**config.mk**
```make
export PLATFORM = sky130hd
export DESIGN_NAME = lcd_cmd_sequencer
export DESIGN_NICKNAME = d
export VERILOG_FILES = /design/src/rtl/lcd_cmd_sequencer.sv
export SDC_FILE = /design/constraint.sdc
export NUM_CORES = 1
export LEC_CHECK = 0
export CELL_PAD_IN_SITES_DETAIL_PLACEMENT = 1
export CELL_PAD_IN_SITES_GLOBAL_PLACEMENT = 1
export CORE_MARGIN = 2
export CORE_UTILIZATION = 39
export DETAILED_ROUTE_END_ITERATION = 8
export GPL_TIMING_DRIVEN = 0
export PLACE_DENSITY = 0.85
export RECOVER_POWER = 25
export SYNTH_ARGS = -nofsm -noshare
export SYNTH_HDL_FRONTEND = slang
export SYNTH_SLANG_ARGS = --single-unit
```
**constraint.sdc**
```tcl
create_clock -name i_clk -period 6.2 [get_ports i_clk]
set_clock_uncertainty 0.2 [all_clocks]
set_input_delay 1.24 -clock i_clk [delete_from_list [all_inputs] [get_ports i_clk]]
set_output_delay 1.24 -clock i_clk [all_outputs]
set_load 0.02 [all_outputs]
```
**src/rtl/lcd_cmd_sequencer.sv**
```systemverilog
// rtl/lcd_cmd_sequencer.sv - timed HD44780 bus sequencer fed by the LSU LCD register
//
// Purpose: turns single CPU stores into LCD bus cycles (setup, enable pulse,
// execution wait). It also keeps a one-deep pending buffer and a status word.
// Optional macro LCD_AUTO_INIT_EN: after reset the block waits POWERUP_CYC and
// then issues the init list 0x38, 0x0C, 0x01, 0x06 by itself.
//
// Ports:
//   i_clk         clock, all logic on the rising edge
//   i_reset       synchronous active-low reset
//   i_io_lcd      LSU LCD register: [31] power, [30] go-toggle, [9] RS, [7:0] byte
//   o_lcd_data    LCD data bus
//   o_lcd_rs      register select
//   o_lcd_rw      read/write, always 0 (write only)
//   o_lcd_en      enable strobe
//   o_lcd_on      panel power, registered i_io_lcd[31]
//   o_lcd_status  [0] busy, [1] init_done, [2] overflow, [3] pending
module lcd_cmd_sequencer #(
  parameter int SETUP_CYC      = 2,
  parameter int EN_HIGH_CYC    = 12,
  parameter int CMD_WAIT_CYC   = 2000,
  parameter int CLEAR_WAIT_CYC = 82000,
  parameter int POWERUP_CYC    = 750000
) (
  input  logic        i_clk,
  input  logic        i_reset,
  input  logic [31:0] i_io_lcd,
  output logic [7:0]  o_lcd_data,
  output logic        o_lcd_rs,
  output logic        o_lcd_rw,
  output logic        o_lcd_en,
  output logic        o_lcd_on,
  output logic [31:0] o_lcd_status
);

  localparam int MAX_CYC = (POWERUP_CYC > CLEAR_WAIT_CYC) ? POWERUP_CYC : CLEAR_WAIT_CYC;
  localparam int CW      = $clog2(MAX_CYC + 1);

  // Counters are loaded with N-1 on state entry and the state advances at 0.
  localparam logic [CW-1:0] SETUP_LD = CW'(SETUP_CYC - 1);
  localparam logic [CW-1:0] EN_LD    = CW'(EN_HIGH_CYC - 1);
  localparam logic [CW-1:0] CMD_LD   = CW'(CMD_WAIT_CYC - 1);
  localparam logic [CW-1:0] CLEAR_LD = CW'(CLEAR_WAIT_CYC - 1);
  localparam logic [CW-1:0] CNT_ONE  = CW'(1);
`ifdef LCD_AUTO_INIT_EN
  localparam logic [CW-1:0] PWRUP_LD = CW'(POWERUP_CYC - 1);
`endif

  typedef enum logic [2:0] {
    S_PWRUP,
    S_INIT,
    S_IDLE,
    S_SETUP,
    S_PULSE,
    S_HOLD
  } state_t;

  state_t        state_q, state_d;
  logic [CW-1:0] cnt_q, cnt_d;
  logic          rs_q, rs_d;
  logic [7:0]    data_q, data_d;
  logic          tog_q, tog_d;
  logic          iss_q, iss_d;          // command captured in IDLE, starts next edge
  logic [8:0]    iss_cmd_q, iss_cmd_d;  // {RS, byte}
  logic          pend_q, pend_d;
  logic [8:0]    pend_cmd_q, pend_cmd_d;
  logic          ovf_q, ovf_d;
  logic          on_q;
  logic          init_done;

`ifdef LCD_AUTO_INIT_EN
  logic       init_run_q, init_run_d;
  logic [1:0] init_idx_q, init_idx_d;
  logic       init_done_q, init_done_d;

  function automatic logic [7:0] init_cmd(input logic [1:0] idx);
    case (idx)
      2'd0:    init_cmd = 8'h38;
      2'd1:    init_cmd = 8'h0C;
      2'd2:    init_cmd = 8'h01;
      default: init_cmd = 8'h06;
    endcase
  endfunction

  assign init_done = init_done_q;
`else
  assign init_done = 1'b1;
`endif

  logic cnt_zero;
  logic slow_cmd;
  logic toggled;
  logic unused_bits;

  assign cnt_zero    = (cnt_q == '0);
  // Clear and return-home need the long execution wait.
  assign slow_cmd    = !rs_q && (data_q[7:2] == 6'd0) && (data_q[1:0] != 2'd0);
  assign toggled     = (i_io_lcd[30] != tog_q);
  assign unused_bits = ^{i_io_lcd[29:10], i_io_lcd[8]};

  always_comb begin
    state_d    = state_q;
    cnt_d      = cnt_q;
    rs_d       = rs_q;
    data_d     = data_q;
    tog_d      = tog_q;
    iss_d      = iss_q;
    iss_cmd_d  = iss_cmd_q;
    pend_d     = pend_q;
    pend_cmd_d = pend_cmd_q;
    ovf_d      = ovf_q;
`ifdef LCD_AUTO_INIT_EN
    init_run_d  = init_run_q;
    init_idx_d  = init_idx_q;
    init_done_d = init_done_q;
`endif

    case (state_q)
`ifdef LCD_AUTO_INIT_EN
      S_PWRUP: begin
        if (cnt_zero) begin
          state_d    = S_SETUP;
          cnt_d      = SETUP_LD;
          rs_d       = 1'b0;
          data_d     = init_cmd(2'd0);
          init_run_d = 1'b1;
          init_idx_d = 2'd0;
        end else begin
          cnt_d = cnt_q - CNT_ONE;
        end
      end
`endif
      S_IDLE: begin
        if (iss_q) begin
          state_d         = S_SETUP;
          cnt_d           = SETUP_LD;
          {rs_d, data_d}  = iss_cmd_q;
          iss_d           = 1'b0;
        end else if (pend_q) begin
          // Reached only when a capture landed in the buffer on the HOLD exit edge.
          state_d         = S_SETUP;
          cnt_d           = SETUP_LD;
          {rs_d, data_d}  = pend_cmd_q;
          pend_d          = 1'b0;
        end
      end
      S_SETUP: begin
        if (cnt_zero) begin
          state_d = S_PULSE;
          cnt_d   = EN_LD;
        end else begin
          cnt_d = cnt_q - CNT_ONE;
        end
      end
      S_PULSE: begin
        if (cnt_zero) begin
          state_d = S_HOLD;
          cnt_d   = slow_cmd ? CLEAR_LD : CMD_LD;
        end else begin
          cnt_d = cnt_q - CNT_ONE;
        end
      end
      S_HOLD: begin
        if (!cnt_zero) begin
          cnt_d = cnt_q - CNT_ONE;
        end
`ifdef LCD_AUTO_INIT_EN
        else if (init_run_q && (init_idx_q != 2'd3)) begin
          state_d    = S_SETUP;
          cnt_d      = SETUP_LD;
          rs_d       = 1'b0;
          data_d     = init_cmd(init_idx_q + 2'd1);
          init_idx_d = init_idx_q + 2'd1;
        end
`endif
        else begin
`ifdef LCD_AUTO_INIT_EN
          if (init_run_q) begin
            init_run_d  = 1'b0;
            init_done_d = 1'b1;
          end
`endif
          if (pend_q) begin
            state_d        = S_SETUP;
            cnt_d          = SETUP_LD;
            {rs_d, data_d} = pend_cmd_q;
            pend_d         = 1'b0;
          end else begin
            state_d = S_IDLE;
          end
        end
      end
      default: state_d = S_IDLE;
    endcase

    // Capture runs after the FSM so a buffer slot freed this cycle is reusable.
    if (toggled) begin
      tog_d = i_io_lcd[30];
      if ((state_q == S_IDLE) && !iss_q && !pend_q) begin
        iss_d     = 1'b1;
        iss_cmd_d = {i_io_lcd[9], i_io_lcd[7:0]};
      end else if (!pend_d) begin
        pend_d     = 1'b1;
        pend_cmd_d = {i_io_lcd[9], i_io_lcd[7:0]};
      end else begin
        ovf_d = 1'b1;
      end
    end
  end

  always_ff @(posedge i_clk) begin
    if (!i_reset) begin
`ifdef LCD_AUTO_INIT_EN
      state_q     <= S_PWRUP;
      cnt_q       <= PWRUP_LD;
      init_run_q  <= 1'b0;
      init_idx_q  <= 2'd0;
      init_done_q <= 1'b0;
`else
      state_q     <= S_IDLE;
      cnt_q       <= '0;
`endif
      rs_q        <= 1'b0;
      data_q      <= 8'h00;
      tog_q       <= 1'b0;
      iss_q       <= 1'b0;
      iss_cmd_q   <= 9'd0;
      pend_q      <= 1'b0;
      pend_cmd_q  <= 9'd0;
      ovf_q       <= 1'b0;
      on_q        <= 1'b0;
    end else begin
      state_q     <= state_d;
      cnt_q       <= cnt_d;
`ifdef LCD_AUTO_INIT_EN
      init_run_q  <= init_run_d;
      init_idx_q  <= init_idx_d;
      init_done_q <= init_done_d;
`endif
      rs_q        <= rs_d;
      data_q      <= data_d;
      tog_q       <= tog_d;
      iss_q       <= iss_d;
      iss_cmd_q   <= iss_cmd_d;
      pend_q      <= pend_d;
      pend_cmd_q  <= pend_cmd_d;
      ovf_q       <= ovf_d;
      on_q        <= i_io_lcd[31];
    end
  end

  assign o_lcd_data   = data_q;
  assign o_lcd_rs     = rs_q;
  assign o_lcd_rw     = 1'b0;
  assign o_lcd_en     = (state_q == S_PULSE);
  assign o_lcd_on     = on_q;
  assign o_lcd_status = {28'd0, pend_q, ovf_q, init_done, (state_q != S_IDLE)};

endmodule

```
Word level (Yosys, flattened, before mapping)
Cells that the tools add are included.
- memories: 0
- bits in latches: 0
- input bits: 34
- memory bits (read-only): 0
- register bits after elaboration: 55
- bits in writable memories: 0
- output and inout bits: 44
- div/mod/pow operators: 0
- muxes and demuxes: 30
- bitwise operators: 2
- eq/ne operators: 10
- add/sub/neg operators: 1
- reduce and logical (&&, ||, !) cells: 17
- multipliers: 0
- magnitude comparators: 0
- shift operators: 0
- operator list (kind ; count):
    two-way mux 20 bit ; 5
    one-hot mux 20 bit (4 select lines) ; 1
    two-way mux 8 bit ; 3
    logical NOT 20 bit ; 1
    subtractor 20 x 1 -> 20 bit (second input constant) ; 1
    two-way mux 17 bit ; 1
    one-hot mux 8 bit (2 select lines) ; 1
    two-way mux 3 bit ; 5
    one-hot mux 3 bit (4 select lines) ; 1
    two-way mux 1 bit ; 11
    equality test 3 x 2 -> 1 bit (second input constant) ; 2
    equality test 3 bit (second input constant) ; 2
    logical NOT 6 bit ; 1
    AND reduction 3 bit ; 2
    logical AND 1 bit ; 4
    != test 2 bit (second input constant) ; 2
    one-hot mux 1 bit (2 select lines) ; 2
    AND reduction 2 bit ; 2
    AND reduction 4 bit ; 1
    nonzero test 2 bit ; 2
    nonzero test 4 bit ; 1
    logical NOT 1 bit ; 3
    != test 3 x 2 -> 1 bit (second input constant) ; 1
    != test 3 bit (second input constant) ; 1
    3 further kinds ; 4

Depth between registers and ports, before layout
Gate-level depths: netlist of the first run.
- depth after elaboration: 6
- gate-level depth with buffers: 9
- gate-level depth less buffers: 7

Worst setup path after synthesis of the first run
Ideal clock, no wire load.
- kind: register -> output
- start: register state_q[0]
- end: output o_lcd_en
- data required time: 4.760 ns
- path buffers: 2
- arrival: 1.209 ns
- setup slack: 3.551 ns
- cell stages (with the launch flop): 5
- cells stage by stage: dfxtp_1 -> buf_2 -> or3b_2 -> clkbuf_1 -> inv_1
- longest elaborated chain between the ends: 1
- RTL lines (item ; RTL line ; source):
    start: declaration ; 58 ; state_t state_q, state_d;
    start signal: assignment ; 233 ; state_q <= state_d;
    equality test 3 bit ; 255 ; assign o_lcd_en = (state_q == S_PULSE);
    end: declaration ; 31 ; output logic o_lcd_en,
No other way between the ends.

Final worst setup path of the first run
Same ends and word-level chain as after synthesis.

==> key figures, run 1 <==
Outcome
  – Status: complete, no violations

Logic synthesis
  – Yosys warns: 0
  – Main synth FF type: dfxtp_1
  – Cells after Synth: 372
  – Post-synth EDFFs: 0
  – Seq cells post-synth: 55
  – Dominant cell type by area after synthesis: dfxtp_1
  – Ys async rst share: 0%
  – Ranking of synthesized cells by area: dfxtp_1 35%, mux2i_1 8.9%, buf_4 8.3%
  – Synth unique cells: 61
  – Synth top area share: 34.81%
  – Cell area after synthesis: 0.003163 sq mm
  – Post-synthesis area per instance: 8.503 sq um
  – Sequential-to-total area share from yosys stat: 34.81%

Timing
  – TNS Setup: 0 ps
  – Max Freq: 270.0 MHz
  – Min cycle time layout: 3704 ps
  – Fin. Hold Viols: 0
  – Final setup vio count: 0
  – RSZ-0062 raised after global routing: no
  – Slew Limit Fails: 0
  – Worst Max-Slew Pin Slew: 752.3 ps
  – Fin crit share: 59.75%
  – Slew HR: 49.51%

Clock network
  – CTS Hold Bufs: 0
  – CTS max path bufs: 2
  – CTS tree: done
  – # H-tree levels: 2
  – Worst skew pair latency: 330 ps
  – Root Buffer: clkbuf_8
  – CTS buffer count: 5
  – CTS Sinks: 55
  – Post-CTS setup buffer count: 0
  – Post-CTS sizing: 0
  – Clk slew on worst S/H paths: 110 ps

Setup path
  – R2R Path Start: cnt_q[1]
  – Data required time of the worst path: 4760 ps
  – Setup CP Type: flop to primary output
  – Crit-path max FO: 10
  – FF-to-FF setup slack: 3350 ps
  – Reg2Reg Depth: 9
  – Setup crit end kind: primary output
  – CP startpoint: state_q[0]
  – Worst Path Arrival: 2260 ps
  – Startpoint types: flop
  – FF-to-FF End: o_lcd_rs

Drt
  – DRT antenna net count: 0
  – DR WL/cell: 16.84 um
  – DR iter-0 viols: 106
  – Drt total wl: 9008 um
  – Vias/cell: 5.458
  – DRC: 0
  – Routed via count: 2920
  – DR pass1 iterations: 4

Die
  – Rows: 32
  – Die Wd: 94.06 um
  – Starting Density: 40.51%
  – Die H: 94.06 um
  – Die area: 0.008846 sq mm
  – Core box area: 0.007807 sq mm
  – Top-Level Pins: 78

Cells and area
  – Commonest non-fill, non-tap cell in the layout: dfxtp_1
  – Diode count: 0
  – Share of cells above drive strength 1: 15.70%
  – Area growth from synthesis to layout: 18.16%
  – Most frequent cells in the layout: 55 x dfxtp_1, 43 x nand2_1, 35 x buf_4
  – Final Util: 47.87%
  – NumNets Final: 468

GRT
  – Largest net degree at the start of global routing: 19
  – Grt ovf: 0
  – First-pass GRT wire length: 14920 um
  – Initial antenna violation count: 0
  – Tot GR Track Use: 21.14%
  – Number of global-route vias before repair: 2994

Worst hold path
  – Hold endpoint: pend_cmd_q[5]
  – Hold path start: pend_cmd_q[5]
  – HP Class: flop to flop
  – WHS Path Cells: 2

Job
  – Max Cap Viol: 0

Placement
  – HPWL after detailed placement: 6565 um
  – Number of I/O port buffers: 25
  – GP Congestion: 0.8619
-- registers in the layout, summed over array words and instances, names as in the netlist --
register,flops
o_lcd_data,8
pend_q,1
state_q,3
o_lcd_rs,1
pend_cmd_q,9
ovf_q,1
tog_q,1
iss_q,1
iss_cmd_q,9
cnt_q,20
o_lcd_on,1
-- how the worst max path moves through the flow --
stage / endpoint / slack [ps] / cells after the start
3_5_place_dp: o_lcd_en / 2860 / 5
6_report: o_lcd_en / 2500 / 5
2_1_floorplan: o_lcd_en / 3550 / 4
3_3_place_gp: o_lcd_en / 2870 / 5
5_1_grt: o_lcd_en / 2370 / 5
4_1_cts: o_lcd_en / 2480 / 5
-- per-layer routing --
| metal | track usage (%) | wire (um) |
|---|---|---|
| met5 | 0 | 0 |
| met4 | 3.986 | 99 |
| met3 | 4.173 | 423 |
| met2 | 36.55 | 4347 |
| met1 | 27.48 | 4137 |
-- synthesized netlist by cell type, types with 5 or more instances --
master,count
a211o_2,5
a21oi_1,22
a311oi_1,6
a31oi_1,11
buf_2,6
buf_4,35
clkbuf_1,11
dfxtp_1,55
mux2i_1,28
nand2_1,43
nand3_1,7
nor2_1,30
nor3_1,6
nor4_1,5
o21ai_0,11
or3_1,7
-- worst max-delay path, stage by stage, from the launching register on --
cell	delay (ps)
dfxtp_1	330
buf_2	170
or3b_2	460
clkbuf_1	200
inv_1	160
clkdlybuf4s50_1	620
-- cells by family after synthesis --
| logic type | count (synthesis) | synth area share, % |
|---|---|---|
| compound gates | 96 | 21.32 |
| xor+xnor | 1 | 0.2769 |
| fa+ha+maj | 2 | 0.7910 |
| buf+inv | 59 | 11.99 |
| flops | 55 | 34.81 |
| mux | 28 | 8.861 |
| other cells | 2 | 0.2374 |
| simple gates | 129 | 21.72 |
-- metrics by stage --
| stage | hold WS, ps | cell area, sq um | setup slack, ps | std cells |
|---|---|---|---|---|
| 5_1_grt | 305.5 | 3737 | 2367 | 535 |
| 3_3_place_gp | 242.7 | 3646 | 2875 | 527 |
| 6_report | 274.4 | 3737 | 2496 | 535 |
| 3_5_place_dp | 265.7 | 3646 | 2861 | 527 |
| 2_1_floorplan | 234.4 | 3268 | 3551 | 400 |
| 4_1_cts | 282.6 | 3761 | 2482 | 535 |
-- final cells by class --
class | count | area [sq um]
timing repair buffer | 25 | 250.2
fill | 967 | 4070
sequential | 55 | 1101
buffer | 54 | 351.6
inverter | 5 | 18.77
multi-input combinational | 286 | 1773
clock buffer | 5 | 68.82
clock inverter | 3 | 46.29
tap | 102 | 127.6
Power of run 1 is left out: the tool's default activity adds up to more than one toggle a clock period on the data nets, which glitch-free logic cannot reach.
==> run 2: changes to the inputs <==
--- a/config.mk
+++ b/config.mk
@@ -8,10 +8,10 @@
 export CELL_PAD_IN_SITES_DETAIL_PLACEMENT = 1
 export CELL_PAD_IN_SITES_GLOBAL_PLACEMENT = 1
 export CORE_MARGIN = 2
-export CORE_UTILIZATION = 39
+export CORE_UTILIZATION = 37
 export DETAILED_ROUTE_END_ITERATION = 8
 export GPL_TIMING_DRIVEN = 0
-export PLACE_DENSITY = 0.85
+export PLACE_DENSITY = 0.81
 export RECOVER_POWER = 25
 export SYNTH_ARGS = -nofsm -noshare
 export SYNTH_HDL_FRONTEND = slang
==> constraint.sdc (replaced) <==
create_clock -name i_clk -period 3.6 [get_ports i_clk]
set_clock_uncertainty 0.2 [all_clocks]
set_input_delay 0.72 -clock i_clk [delete_from_list [all_inputs] [get_ports i_clk]]
set_output_delay 0.72 -clock i_clk [all_outputs]
set_load 0.02 [all_outputs]
==> run 2 against run 1 <==
  * Register-to-register slack got worse by 2500 ps
  * Via count increased by 0.55%
  * Hold slack lost 2.2 ps
  * Global-route usage decreased by 0.37 points
  * Wire length is 1.5% higher
  * Sequential share of layout area about the same
  * Die area increased by 5.2%
  * First-iteration DRC count fell by 9.4%
  * Flip-flop and latch count stayed put
  * Non-clock buffer count stayed put
  * Critical path depth is the same
  * Cell area rose by 0.10%
  * Critical path type unchanged
  * Largest cell class unchanged
==> key figures, run 2 (synthesized netlist as in run 1, its figures left out) <==
Setup path
  – WP buf/inv: 4 (unchanged)
  – Crit path to: o_lcd_en
  – Worst Path Arrival: 2250 ps (about the same)
  – Levels on crit path: 5 (unchanged)
  – Data required time of the worst path: 2680 ps (-2080 ps)
  – Startpoint types: flop
  – R2R Path Start: cnt_q[0]
  – CP max stage delay: 620 ps (about the same)
  – FF-to-FF End: cnt_q[19]
  – Largest delay share family, worst path: buffers and inverters
  – FF-to-FF setup slack: 860 ps (-2490 ps)
  – Setup crit end kind: primary output
  – Setup CP Type: flop to primary output
  – Crit path cell chain: buf_2, or3b_2, clkbuf_1, inv_1, clkdlybuf4s50_1
  – Reg2Reg Depth: 8 (-1)
  – CP startpoint: state_q[0]
  – Slowest CP cell: clkdlybuf4s50_1
  – Crit-path max FO: 10 (unchanged)

GRT
  – Number of global-route vias before repair: 2893 (-3.4%)
  – Largest net degree at the start of global routing: 20 (+1)
  – Grt ovf: 0 (unchanged)
  – First-pass GRT wire length: 14990 um (+0.46%)
  – Initial antenna violation count: 0 (unchanged)
  – Tot GR Track Use: 20.77% (-0.37 points)

Timing
  – Max Freq: 315.8 MHz
  – TNS Setup: 0 ps (unchanged)
  – Fin. Hold Viols: 0 (unchanged)
  – Slew HR: 44.75% (-4.8 points)
  – Final setup vio count: 0 (unchanged)
  – Slew Limit Fails: 0 (unchanged)
  – Min cycle time layout: 3167 ps
  – Worst hold margin: 272.2 ps (-2.182 ps)
  – Worst Max-Slew Pin Slew: 828.8 ps (+76.49 ps)
  – Fin crit share: 87.96%
  – RSZ-0062 raised after global routing: no

Drt
  – Routed via count: 2936 (+0.55%)
  – Vias/cell: 5.457 (about the same)
  – DR WL/cell: 17.00 um (+0.95%)
  – DRT antenna net count: 0 (unchanged)
  – DRC: 0 (unchanged)
  – DR iter-0 viols: 96 (-9.4%)
  – DR pass1 iterations: 4 (unchanged)
  – Drt total wl: 9145 um (+1.5%)

Cells and area
  – Number of fill cells: 1032 (+6.7%)
  – NumNets Final: 468 (unchanged)
  – Share of cells above drive strength 1: 16.17% (+0.46 points)
  – Biggest regs: cnt_q: 20 flops, iss_cmd_q: 9 flops, pend_cmd_q: 9 flops
  – Register name with the most flops: cnt_q
  – Diode count: 0 (unchanged)
  – Area growth from synthesis to layout: 18.28%
  – Max FFs per register: 20 (unchanged)
  – Commonest non-fill, non-tap cell in the layout: dfxtp_1
  – Most frequent cells in the layout: 55 x dfxtp_1, 43 x nand2_1, 34 x buf_4

Clock network
  – Post-CTS setup buffer count: 0 (unchanged)
  – Post-CTS sizing: 0 (unchanged)
  – Root Buffer: clkbuf_8
  – CTS Hold Bufs: 0 (unchanged)
  – Clk slew on worst S/H paths: 120 ps (about the same)
  – CTS buffer count: 5 (unchanged)
  – Worst skew pair latency: 330 ps (about the same)
  – CTS max path bufs: 2 (unchanged)
  – # H-tree levels: 2 (unchanged)
  – CTS Sinks: 55 (unchanged)
  – CTS tree: done

Die
  – Rows: 33 (+3.1%)
  – Die H: 96.46 um (+2.6%)
  – Core box area: 0.008258 sq mm (+5.8%)
  – Top-Level Pins: 78 (unchanged)
  – Starting Density: 38.30% (-2.2 points)
  – Die area: 0.009305 sq mm (+5.2%)
  – Die Wd: 96.46 um (+2.6%)

Placement
  – Number of I/O port buffers: 25 (unchanged)
  – GP Congestion: 0.8864 (+2.8%)
  – HPWL after detailed placement: 6522 um (-0.65%)

Worst hold path
  – Hold path start: pend_cmd_q[6]
  – HP Class: flop to flop

Outcome
  – Status: complete, no violations

Job
  – Max Cap Viol: 0 (unchanged)
run 2: changes by cell type in the layout (fill, tap and decap cells not counted), sizes merged:
| cell | previous run | this run |
|---|---|---|
| bufinv | 1 | 0 |
| clkdlybuf4s50 | 24 | 15 |
| inv | 6 | 7 |
| dlygate4sd3 | 1 | 10 |
run 2: how the worst min path moves through the flow:
stage / endpoint / slack (ps) / depth (start not counted)
2_1_floorplan: pend_cmd_q[0] / 230 / 2
3_3_place_gp: pend_cmd_q[7] / 250 / 2
3_5_place_dp: pend_cmd_q[6] / 250 / 2
4_1_cts: pend_cmd_q[7] / 280 / 2
5_1_grt: pend_cmd_q[7] / 310 / 2
6_report: pend_cmd_q[6] / 270 / 2
run 2: cell type report:
cell class / instances / area (sq um) / share of cell area (%)
multi-input cells: 286 / 1788 / 47.79
flip-flops and latches: 55 / 1101 / 29.43
plain buffers: 54 / 355.3 / 9.498
clock inverters: 3 / 27.53 / 0.7358
clock buffers: 5 / 68.82 / 1.839
inverters: 5 / 18.77 / 0.5017
repair buffers: 25 / 250.2 / 6.689
well taps: 105 / 131.4 / 3.512
run 2: tightest hold or removal path, delay by kind of cell (launching register included):
family	cells	cell delay [ps]
AND/OR/NAND/NOR	1	50
multiplexers	1	50
flip-flops	1	330
run 2: per-layer routing:
layer | GRT usage, % | wire length, um | vias up
met1 | 27.20 | 4238 | 1431
met2 | 35.53 | 4386 | 81
met3 | 2.715 | 393 | 12
met5 | 0 | 0 | -
met4 | 6.455 | 127 | 0
li1 | - | - | 1412
run 2: stage by stage:
stage	cell area, sq um	cells	util, %	setup WS (ps)
4_1_cts	3746	538	45.36	432.9
6_report	3741	538	45.30	433.4
2_1_floorplan	3268	400	-	1399
3_5_place_dp	3650	530	44.20	801.1
3_3_place_gp	3650	530	44.20	810.3
5_1_grt	3741	538	45.30	323.5
Power of run 2 is left out for the same reason.
